File: config.mk
export PLATFORM = sky130hd
export DESIGN_NAME = dma_periph_port
export DESIGN_NICKNAME = d
export VERILOG_FILES = /design/src/rtl/dma_periph_port.sv
export SDC_FILE = /design/constraint.sdc
export NUM_CORES = 1
export LEC_CHECK = 0
export CAP_MARGIN = 15
export CORE_UTILIZATION = 25
export DETAILED_ROUTE_END_ITERATION = 12
export PLACE_DENSITY_LB_ADDON = 0.2
export SLEW_MARGIN = 0
export SYNTH_ARGS = -nofsm -noshare
export SYNTH_HDL_FRONTEND = slang
export SYNTH_SLANG_ARGS = --single-unit
export TNS_END_PERCENT = 100
File: constraint.sdc
create_clock -name CLK -period 3.8 [get_ports CLK]
set_clock_uncertainty 0.1 [all_clocks]
set_input_delay 0.38 -clock CLK [delete_from_list [all_inputs] [get_ports CLK]]
set_output_delay 0.38 -clock CLK [all_outputs]
set_load 0.02 [all_outputs]
File: src/rtl/dma_periph_port.sv
// 8237A-style DMA peripheral endpoint: DREQ/DACK handshake, strobe-edge byte transfers and EOP
// handling, with a small byte FIFO between the DMA bus and a local device stream.
module dma_periph_port #(
   parameter int unsigned DEPTH = 8,
   parameter int unsigned AW    = 3
) (
   input  logic       CLK,
   input  logic       RESET,
   input  logic       ENABLE,
   input  logic       DIR,
   input  logic [7:0] XFER_LEN,
   output logic       DREQ,
   input  logic       DACK,
   input  logic       IOR_N,
   input  logic       IOW_N,
   input  logic [7:0] DB_IN,
   output logic [7:0] DB_OUT,
   output logic       DB_OE,
   input  logic       EOP_IN_N,
   output logic       EOP_OUT_N,
   input  logic       DEV_IN_VALID,
   input  logic [7:0] DEV_IN_DATA,
   output logic       DEV_IN_READY,
   output logic       DEV_OUT_VALID,
   output logic [7:0] DEV_OUT_DATA,
   input  logic       DEV_OUT_READY,
   output logic       DONE,
   output logic       ABORTED
);

   typedef enum logic [2:0] {StIdle, StArm, StReq, StAck, StFin} state_e;

   localparam logic [AW:0] DepthCnt = (AW + 1)'(DEPTH);

   state_e        state_q, state_d;
   logic          dir_q, dir_d;
   logic [8:0]    rem_q, rem_d;
   logic          aborted_q, aborted_d;
   logic          dreq_q;
   logic          ior_q, iow_q;
   logic [7:0]    db_q;
   logic [7:0]    mem_q [DEPTH];
   logic [AW-1:0] wr_ptr_q, rd_ptr_q;
   logic [AW:0]   count_q, count_d;

   logic       full, empty, flush, xfer;
   logic       push, pop, push_en, pop_en, ready_now, ready_next;
   logic [7:0] push_data;

   assign full  = (count_q == DepthCnt);
   assign empty = (count_q == '0);
   assign flush = (state_q == StIdle) & ENABLE;

   // A transfer completes on the rising edge of the strobe that matches the latched direction
   assign xfer = (state_q == StAck) & DACK &
                 (dir_q ? (~iow_q & IOW_N) : (~ior_q & IOR_N));

   assign DEV_IN_READY  = ~dir_q & ~full & (state_q != StIdle);
   assign DEV_OUT_VALID = dir_q & ~empty;
   assign DEV_OUT_DATA  = mem_q[rd_ptr_q];

   assign push      = dir_q ? xfer : (DEV_IN_VALID & DEV_IN_READY);
   assign pop       = dir_q ? (DEV_OUT_VALID & DEV_OUT_READY) : xfer;
   assign push_en   = push & ~full & ~flush;
   assign pop_en    = pop & ~empty & ~flush;
   assign push_data = dir_q ? db_q : DEV_IN_DATA;

   always_comb begin
      count_d = count_q;
      if (flush) begin
         count_d = '0;
      end else if (push_en && !pop_en) begin
         count_d = count_q + 1'b1;
      end else if (pop_en && !push_en) begin
         count_d = count_q - 1'b1;
      end
   end

   assign ready_now  = dir_q ? ~full : ~empty;
   assign ready_next = dir_q ? (count_d != DepthCnt) : (count_d != '0);

   always_comb begin
      state_d   = state_q;
      dir_d     = dir_q;
      rem_d     = rem_q;
      aborted_d = aborted_q;
      unique case (state_q)
         StIdle: begin
            if (ENABLE) begin
               dir_d     = DIR;
               rem_d     = (XFER_LEN == 8'd0) ? 9'd256 : {1'b0, XFER_LEN};
               aborted_d = 1'b0;
               state_d   = StArm;
            end
         end
         StArm: begin
            if (ready_now) state_d = StReq;
         end
         StReq: begin
            if (DACK) state_d = StAck;
         end
         StAck: begin
            if (xfer) begin
               rem_d = rem_q - 9'd1;
               if (rem_d == 9'd0)    state_d = StFin;
               else if (!ready_next) state_d = StArm;
            end else if (!DACK) begin
               state_d = StReq;
            end
         end
         StFin: state_d = StIdle;
         default: state_d = StIdle;
      endcase
      // External EOP wins; a same-cycle transfer is already folded into rem_d
      if ((state_q == StArm || state_q == StReq || state_q == StAck) && !EOP_IN_N) begin
         state_d = StFin;
         if (rem_d != 9'd0) aborted_d = 1'b1;
      end
   end

   always_ff @(posedge CLK or negedge RESET) begin
      if (!RESET) begin
         state_q   <= StIdle;
         dir_q     <= 1'b0;
         rem_q     <= '0;
         aborted_q <= 1'b0;
         dreq_q    <= 1'b0;
         ior_q     <= 1'b1;
         iow_q     <= 1'b1;
         db_q      <= '0;
         wr_ptr_q  <= '0;
         rd_ptr_q  <= '0;
         count_q   <= '0;
         for (int unsigned i = 0; i < DEPTH; i++) mem_q[i] <= '0;
      end else begin
         state_q   <= state_d;
         dir_q     <= dir_d;
         rem_q     <= rem_d;
         aborted_q <= aborted_d;
         dreq_q    <= (state_d == StReq) || (state_d == StAck);
         ior_q     <= IOR_N;
         iow_q     <= IOW_N;
         db_q      <= DB_IN;
         count_q   <= count_d;
         if (flush) begin
            wr_ptr_q <= '0;
            rd_ptr_q <= '0;
         end else begin
            if (push_en) begin
               mem_q[wr_ptr_q] <= push_data;
               wr_ptr_q        <= wr_ptr_q + 1'b1;
            end
            if (pop_en) rd_ptr_q <= rd_ptr_q + 1'b1;
         end
      end
   end

   assign DREQ      = dreq_q;
   assign DB_OUT    = mem_q[rd_ptr_q];
   assign DB_OE     = (state_q == StAck) & ~dir_q & DACK & ~IOR_N;
   assign EOP_OUT_N = ~((state_q == StAck) & DACK & (rem_q == 9'd1));
   assign DONE      = (state_q == StFin);
   assign ABORTED   = aborted_q;

endmodule

==> impl_metrics.env <==
export IMPL_overflow=0
export IMPL_post_cts_resized=0
export IMPL_dr_pass1_iters=4
export IMPL_maxSlewHeadroom_pct=38.55
export IMPL_grt_pass1_wl_mm=21.06
export IMPL_synth_top_flop_cell="dfrtp_1"
export IMPL_synth_area_per_cell_um2=10.38
export IMPL_syn_cell_area_um2=5046
export IMPL_synth_seq_area_share_pct=49.14
export IMPL_p_int_mw=2.943
export IMPL_diodes=0
export IMPL_worstRegToRegCells=7
export IMPL_synth_edf_count=0
export IMPL_grt_max_degree=64
export IMPL_portBuffers=56
export IMPL_combPwrFrac_pct=45.9
export IMPL_p_sw_mw=1.903
export IMPL_wl_per_cell_um=16.61
export IMPL_max_freq_mhz=325.3
export IMPL_drt_iter0_markers=253
export IMPL_post_place_cells=781
export IMPL_r2r_end="ABORTED"
export IMPL_via_count=3751
export IMPL_leakagePower_nw=2.495
export IMPL_placed_cell_area_um2=5839
export IMPL_final_cells=795
export IMPL_drive_above_1_share_pct=12.08
export IMPL_core_area_um2=19650
export IMPL_tns_ns=0
export IMPL_status="finished clean"
export IMPL_p_clk_share_pct=20.0
export IMPL_ys_warnings_count=0
export IMPL_max_stage_delay_ns=0.65
export IMPL_cts_tree="yes"
export IMPL_min_period_over_period_pct=80.90
export IMPL_grt_usage_pct=13.73
export IMPL_postSynthCellCount=486
export IMPL_arrival_ns=3.20
export IMPL_wl_mm=13.21
export IMPL_crit_type="flop to flop"
export IMPL_worstReg2RegStart="state_q[1]"
export IMPL_postCtsSetupRepairBufs=0
export IMPL_setup_viol=0
export IMPL_cts_made_buffers=9
export IMPL_die_area_um2=20760
export IMPL_slowest_stage="dfrtp_1"
export IMPL_ctsHtreeMaxLevel=3
export IMPL_die_y_um=144.1
export IMPL_rrSetupSlack_ns=0.73
export IMPL_antenna_found_initial=0
export IMPL_worst_pin_slew_ns=0.8961
export IMPL_synth_distinct_cells=64
export IMPL_p_sw_share_pct=39.28
export IMPL_ioPinCount=57
export IMPL_crit_required_ns=3.92
export IMPL_rows=51
export IMPL_ys_ff_latch=99
export IMPL_clk_latency_ns=0.35
export IMPL_area_growth_pct=21.77
export IMPL_async_flop_share_pct=100.0
export IMPL_initial_core_util_pct=25.67
export IMPL_worstPathCellList="and4b_1 > o21ai_1 > a21o_1 > a21o_1 > or4b_1 > nor4_1 > o21ai_1"
export IMPL_worstSetupEndpointType="flop"
export IMPL_ir_drop_v=0.0002267
export IMPL_numClockSinks=99
export IMPL_cellPowerDensity_nw_per_um2=788.7
export IMPL_routed_via_density=4.718
export IMPL_nets=568
export IMPL_cts_hold_fix_buffers=0
export IMPL_crit_path_start_kind="flop"
export IMPL_gp_congestion=0.8284
export IMPL_rsz0062_at_grt="false"
export IMPL_min_path_type="input pin to asynchronous set/reset pin"
export IMPL_hold_worst_slack_ns=0.007382
export IMPL_drc_errors=0
export IMPL_cts_root_buf="clkbuf_16"
export IMPL_first_global_vias=3741
export IMPL_seqPwrFrac_pct=34.1
export IMPL_clkTransAtPathRegs_ns=0.07
export IMPL_die_x_um=144.1
export IMPL_critPathMaxFanout=16
export IMPL_clock_path_buffers=2
export IMPL_hold_violations=0
export IMPL_drv_slew=0
export IMPL_drtAntennaViolNets=0
export IMPL_p_total_mw=4.846
export IMPL_final_cell_area_um2=6145
export IMPL_drv_cap=0
export IMPL_min_period_ns=3.074
export IMPL_hpwl_mm=9.080
export IMPL_synth_nets=527
[critical path, delay by kind of cell (launching register included)]
family          cells  cell delay (ns)
compound gates      4             0.93
simple gates        3             1.25
flops               1             0.65
[through the flow]
step / setup WS, ns / util, %
2_1_floorplan: 0.9557 / -
3_3_place_gp: 0.6241 / 29.71
3_5_place_dp: 0.5388 / 29.71
4_1_cts: 0.7218 / 31.26
5_1_grt: 0.4558 / 31.26
6_report: 0.7258 / 31.26
[power groups by stage]
stage	logic [mW]	registers (mW)	clock network, mW
after CTS	2.25	1.65	1.01
after floorplan	1.68	1.51	0
after global placement	2.23	1.66	0
after global routing	2.44	1.70	1.04
after detailed placement	2.24	1.67	0
final	2.22	1.65	0.971
[logic make-up (layout without fill, tap and decap cells)]
kind of cell,after synthesis,count (layout),share of synthesized area [%]
compound gates,122,122,14.38
xor+xnor,10,10,1.736
fa+ha+maj,7,7,1.736
buf+inv,48,92,4.587
flops,99,99,49.14
mux,38,38,11.70
simple gates,162,162,16.71
[synth_stat cells, types with 3 or more instances]
master / number / area share [%]
o211ai_1: 3 / 0.45
nand4_1: 3 / 0.37
a21o_1: 3 / 0.45
buf_2: 11 / 1.1
o21ai_0: 43 / 4.3
mux4_2: 16 / 7.1
ha_1: 7 / 1.7
nand4b_1: 3 / 0.52
nor2b_1: 3 / 0.37
xor2_1: 5 / 0.87
inv_1: 8 / 0.60
nor3b_1: 4 / 0.60
dfrtp_1: 97 / 48
o21ai_1: 3 / 0.30
mux2i_1: 14 / 2.8
nor3_1: 10 / 0.99
nor4_1: 5 / 0.62
nand3_1: 10 / 0.99
a21oi_1: 39 / 3.9
clkbuf_1: 13 / 0.97
a211oi_1: 5 / 0.74
o22ai_1: 3 / 0.37
xnor2_1: 5 / 0.87
nand2_1: 45 / 3.3
nor2_1: 54 / 4.0
buf_4: 8 / 1.2
mux2_2: 8 / 1.8
buf_1: 7 / 0.52
[how the worst max path moves through the flow]
stage | slack (ns) | startpoint | to | cells past startpoint
after detailed placement | 0.54 | ENABLE | ABORTED | 8
after floorplan | 0.96 | rd_ptr_q[0] | DEV_OUT_DATA[0] | 5
after CTS | 0.72 | state_q[1] | ABORTED | 7
after global routing | 0.46 | state_q[1] | ABORTED | 7
after global placement | 0.62 | ENABLE | ABORTED | 8
final | 0.73 | state_q[1] | ABORTED | 7
[area by class of cell]
class | count | area [um2]
Timing Repair Buffer | 70 | 663.1
Clock inverter | 4 | 76.32
Fill cell | 2056 | 13510
Multi-Input combinational cell | 339 | 2335
Inverter | 8 | 30.03
Tap cell | 265 | 331.6
Clock buffer | 10 | 229.0
Sequential cell | 99 | 2480
[cell usage in the layout, fill, tap and decap left out, types with 8 or more instances in the layout]
cell type / synthesis / routed
nor2_1: 54 / 54
mux2i_1: 14 / 14
a21oi_1: 39 / 39
nand3_1: 10 / 10
buf_4: 8 / 15
inv_1: 8 / 8
clkbuf_16: 0 / 9
o21ai_0: 43 / 43
nand2_1: 45 / 45
clkdlybuf4s50_1: 0 / 55
dfrtp_1: 97 / 97
mux4_2: 16 / 16
mux2_2: 8 / 8
nor3_1: 10 / 10
[routing by layer]
metal	track usage [%]	vias up	routed length, um
met2	22.35	60	6394
li1	-	1824	-
met3	1.788	14	361
met5	0	-	0
met1	18.18	1853	6184
met4	6.103	0	267
[flip-flops by register name, indices dropped and copies added, names as in the netlist, 3 cells and up]
register and count:
mem_q 64, rem_q 9, db_q 8, count_q 4
rd_ptr_q 3, state_q 3, wr_ptr_q 3
Power figures use the tool's default switching activity.
==> variant, RTL diff (same settings) <==
Take the reset off `db_q` and load it in a clocked block of its own.
--- a/src/rtl/dma_periph_port.sv
+++ b/src/rtl/dma_periph_port.sv
@@ -127,7 +127,6 @@
          dreq_q    <= 1'b0;
          ior_q     <= 1'b1;
          iow_q     <= 1'b1;
-         db_q      <= '0;
          wr_ptr_q  <= '0;
          rd_ptr_q  <= '0;
          count_q   <= '0;
@@ -140,7 +139,6 @@
          dreq_q    <= (state_d == StReq) || (state_d == StAck);
          ior_q     <= IOR_N;
          iow_q     <= IOW_N;
-         db_q      <= DB_IN;
          count_q   <= count_d;
          if (flush) begin
             wr_ptr_q <= '0;
@@ -155,6 +153,10 @@
       end
    end
 
+   always_ff @(posedge CLK) begin
+      db_q <= DB_IN;
+   end
+
    assign DREQ      = dreq_q;
    assign DB_OUT    = mem_q[rd_ptr_q];
    assign DB_OE     = (state_q == StAck) & ~dir_q & DACK & ~IOR_N;
Check against the original RTL: no difference found for any inputs over 4 cycles, from zero or initial values and one cycle with RESET low; that may be too few to reach the edited logic, so the function may still have changed.
==> variant against the unedited design <==
- count of clock-buffer cells in the layout did not move
- cell area fell by 0.86%
- critical path type is now flip-flop to primary output
- setup slack improved by 0.036 ns
- synthesized area fell by 0.79%
- total power fell by 1.9%
- sequential cell count did not move
- worst hold slack improved by 0.079 ns
- wire length fell by 1.1%
- via count rose by 3.0%
==> variant: results <==
set metrics [dict create \
    status "finished, final reports clean" \
    drive_gt1_share_pct 12.8 \
    startpoint "rd_ptr_q[1]" \
    placed_cell_area_mm2 0.00581 \
    postSynth.asyncResetShare_pct 91.9 \
    first_pass_iters 5 \
    grt_antenna_before_repair 0 \
    fin_nets 570 \
    fill_cells 2025 \
    r2r_start "state_q[0]" \
    synth-seq-area-share_pct 48.7 \
    grtUsageTotal_pct 13.8 \
    path_clk_slew_ns 0.07 \
    grt_pass1_wl_um 21400 \
    grt_max_degree 79 \
    wire_per_inst_um 16.4 \
    insertion_delay_ns 0.35 \
    yosys_warnings 0 \
    peakVddDrop_uv 254 \
    htreeDepth 3 \
    gp_congestion 0.797 \
    grt_pass1_vias 3946 \
    dr.first_iter.drc_count 224 \
    n_antenna_cell 0 \
    r2r-end "ABORTED" \
    hpwl_um 9050 \
    cts_resized 0 \
    root_buffer "clkbuf_16" \
    numCtsBuffers 9 \
    power_leakage_uw 0.00247 \
    crit_fanout 13 \
    post_cts_buffers 0 \
    slew_headroom_pct 30.9 \
    ff2ff_setup_slack_ns 0.82 \
    clk_path_buf_depth 2 \
    ys_types 65 \
    synth.top_cells.by_count "89 x dfrtp_1, 54 x nor2_1, 45 x nand2_1, 43 x o21ai_0, 39 x a21oi_1" \
    avgViaCountPerCell 4.84 \
    hp-class "input port to async pin" \
    largestRegisters "mem_q x64, rem_q x9, db_q x8" \
    io_buffer_count 56 \
    synth_nets 527 \
    worstRegToRegCells 7 \
    synth_area_leaders "dfrtp_1 44%, mux4_2 7.2%, o21ai_0 4.3%" \
]
## variant: per-stage QoR
step | power (uW) | instances | util, % | setup WS [ns] | hold WS, ns
floorplan | 3190 | 486 | - | 0.956 | -0.0156
global placement | 3890 | 783 | 29.8 | 0.670 | 0.357
detailed placement | 3910 | 783 | 29.8 | 0.653 | 0.366
CTS | 4810 | 798 | 31.2 | 0.728 | 0.152
global route | 5100 | 798 | 31.2 | 0.632 | 0.184
finish | 4750 | 798 | 31.2 | 0.762 | 0.0866
## variant: worst max path at each step
stage	end	slack (ns)	depth (start not counted)
floorplan	DEV_OUT_DATA[0]	0.96	5
global placement	ABORTED	0.67	8
detailed placement	ABORTED	0.65	8
CTS	DB_OUT[6]	0.73	4
global route	ABORTED	0.63	7
finish	DB_OUT[6]	0.76	4
## variant: power by group
part / internal, uW / switching, uW / total (uW)
clock network: 462 / 412 / 874
registers: 1350 / 308 / 1660
logic: 1030 / 1190 / 2220
## variant: cell families after synthesis
| kind of cell | count (synthesis) | synth area share (%) |
|---|---|---|
| AND/OR/NAND/NOR | 162 | 16.8 |
| AO/OA/AOI/OAI | 122 | 14.5 |
| flip-flops | 99 | 48.7 |
| buffers and inverters | 48 | 4.62 |
| multiplexers | 38 | 11.8 |
| XOR/XNOR | 10 | 1.75 |
| adder cells (fa/ha/maj) | 7 | 1.75 |
## variant: area by class of cell
class                           count  share of cell area (%)
Inverter                            8                   0.493
Tap cell                          265                    5.44
Clock inverter                      5                   0.637
Sequential cell                    99                    40.0
Timing Repair Buffer               72                    11.1
Multi-Input combinational cell    339                    38.3
Clock buffer                       10                    3.92
## variant: critical path: stages, from the launching register on
cell and delay (ns):
dfrtp_1 0.79, buf_4 0.28, mux4_2 0.29, mux2_2 0.31
clkdlybuf4s50_1 0.55
## variant: layer usage
metal	GRT usage (%)	vias up	share of wire, %	wire length (um)
met5	0	-	0	0
met4	5.88	0	1.7	226
met3	1.83	15	3.8	497
met2	22.4	99	47	6190
met1	18.5	1906	47	6140
li1	-	1845	-	-
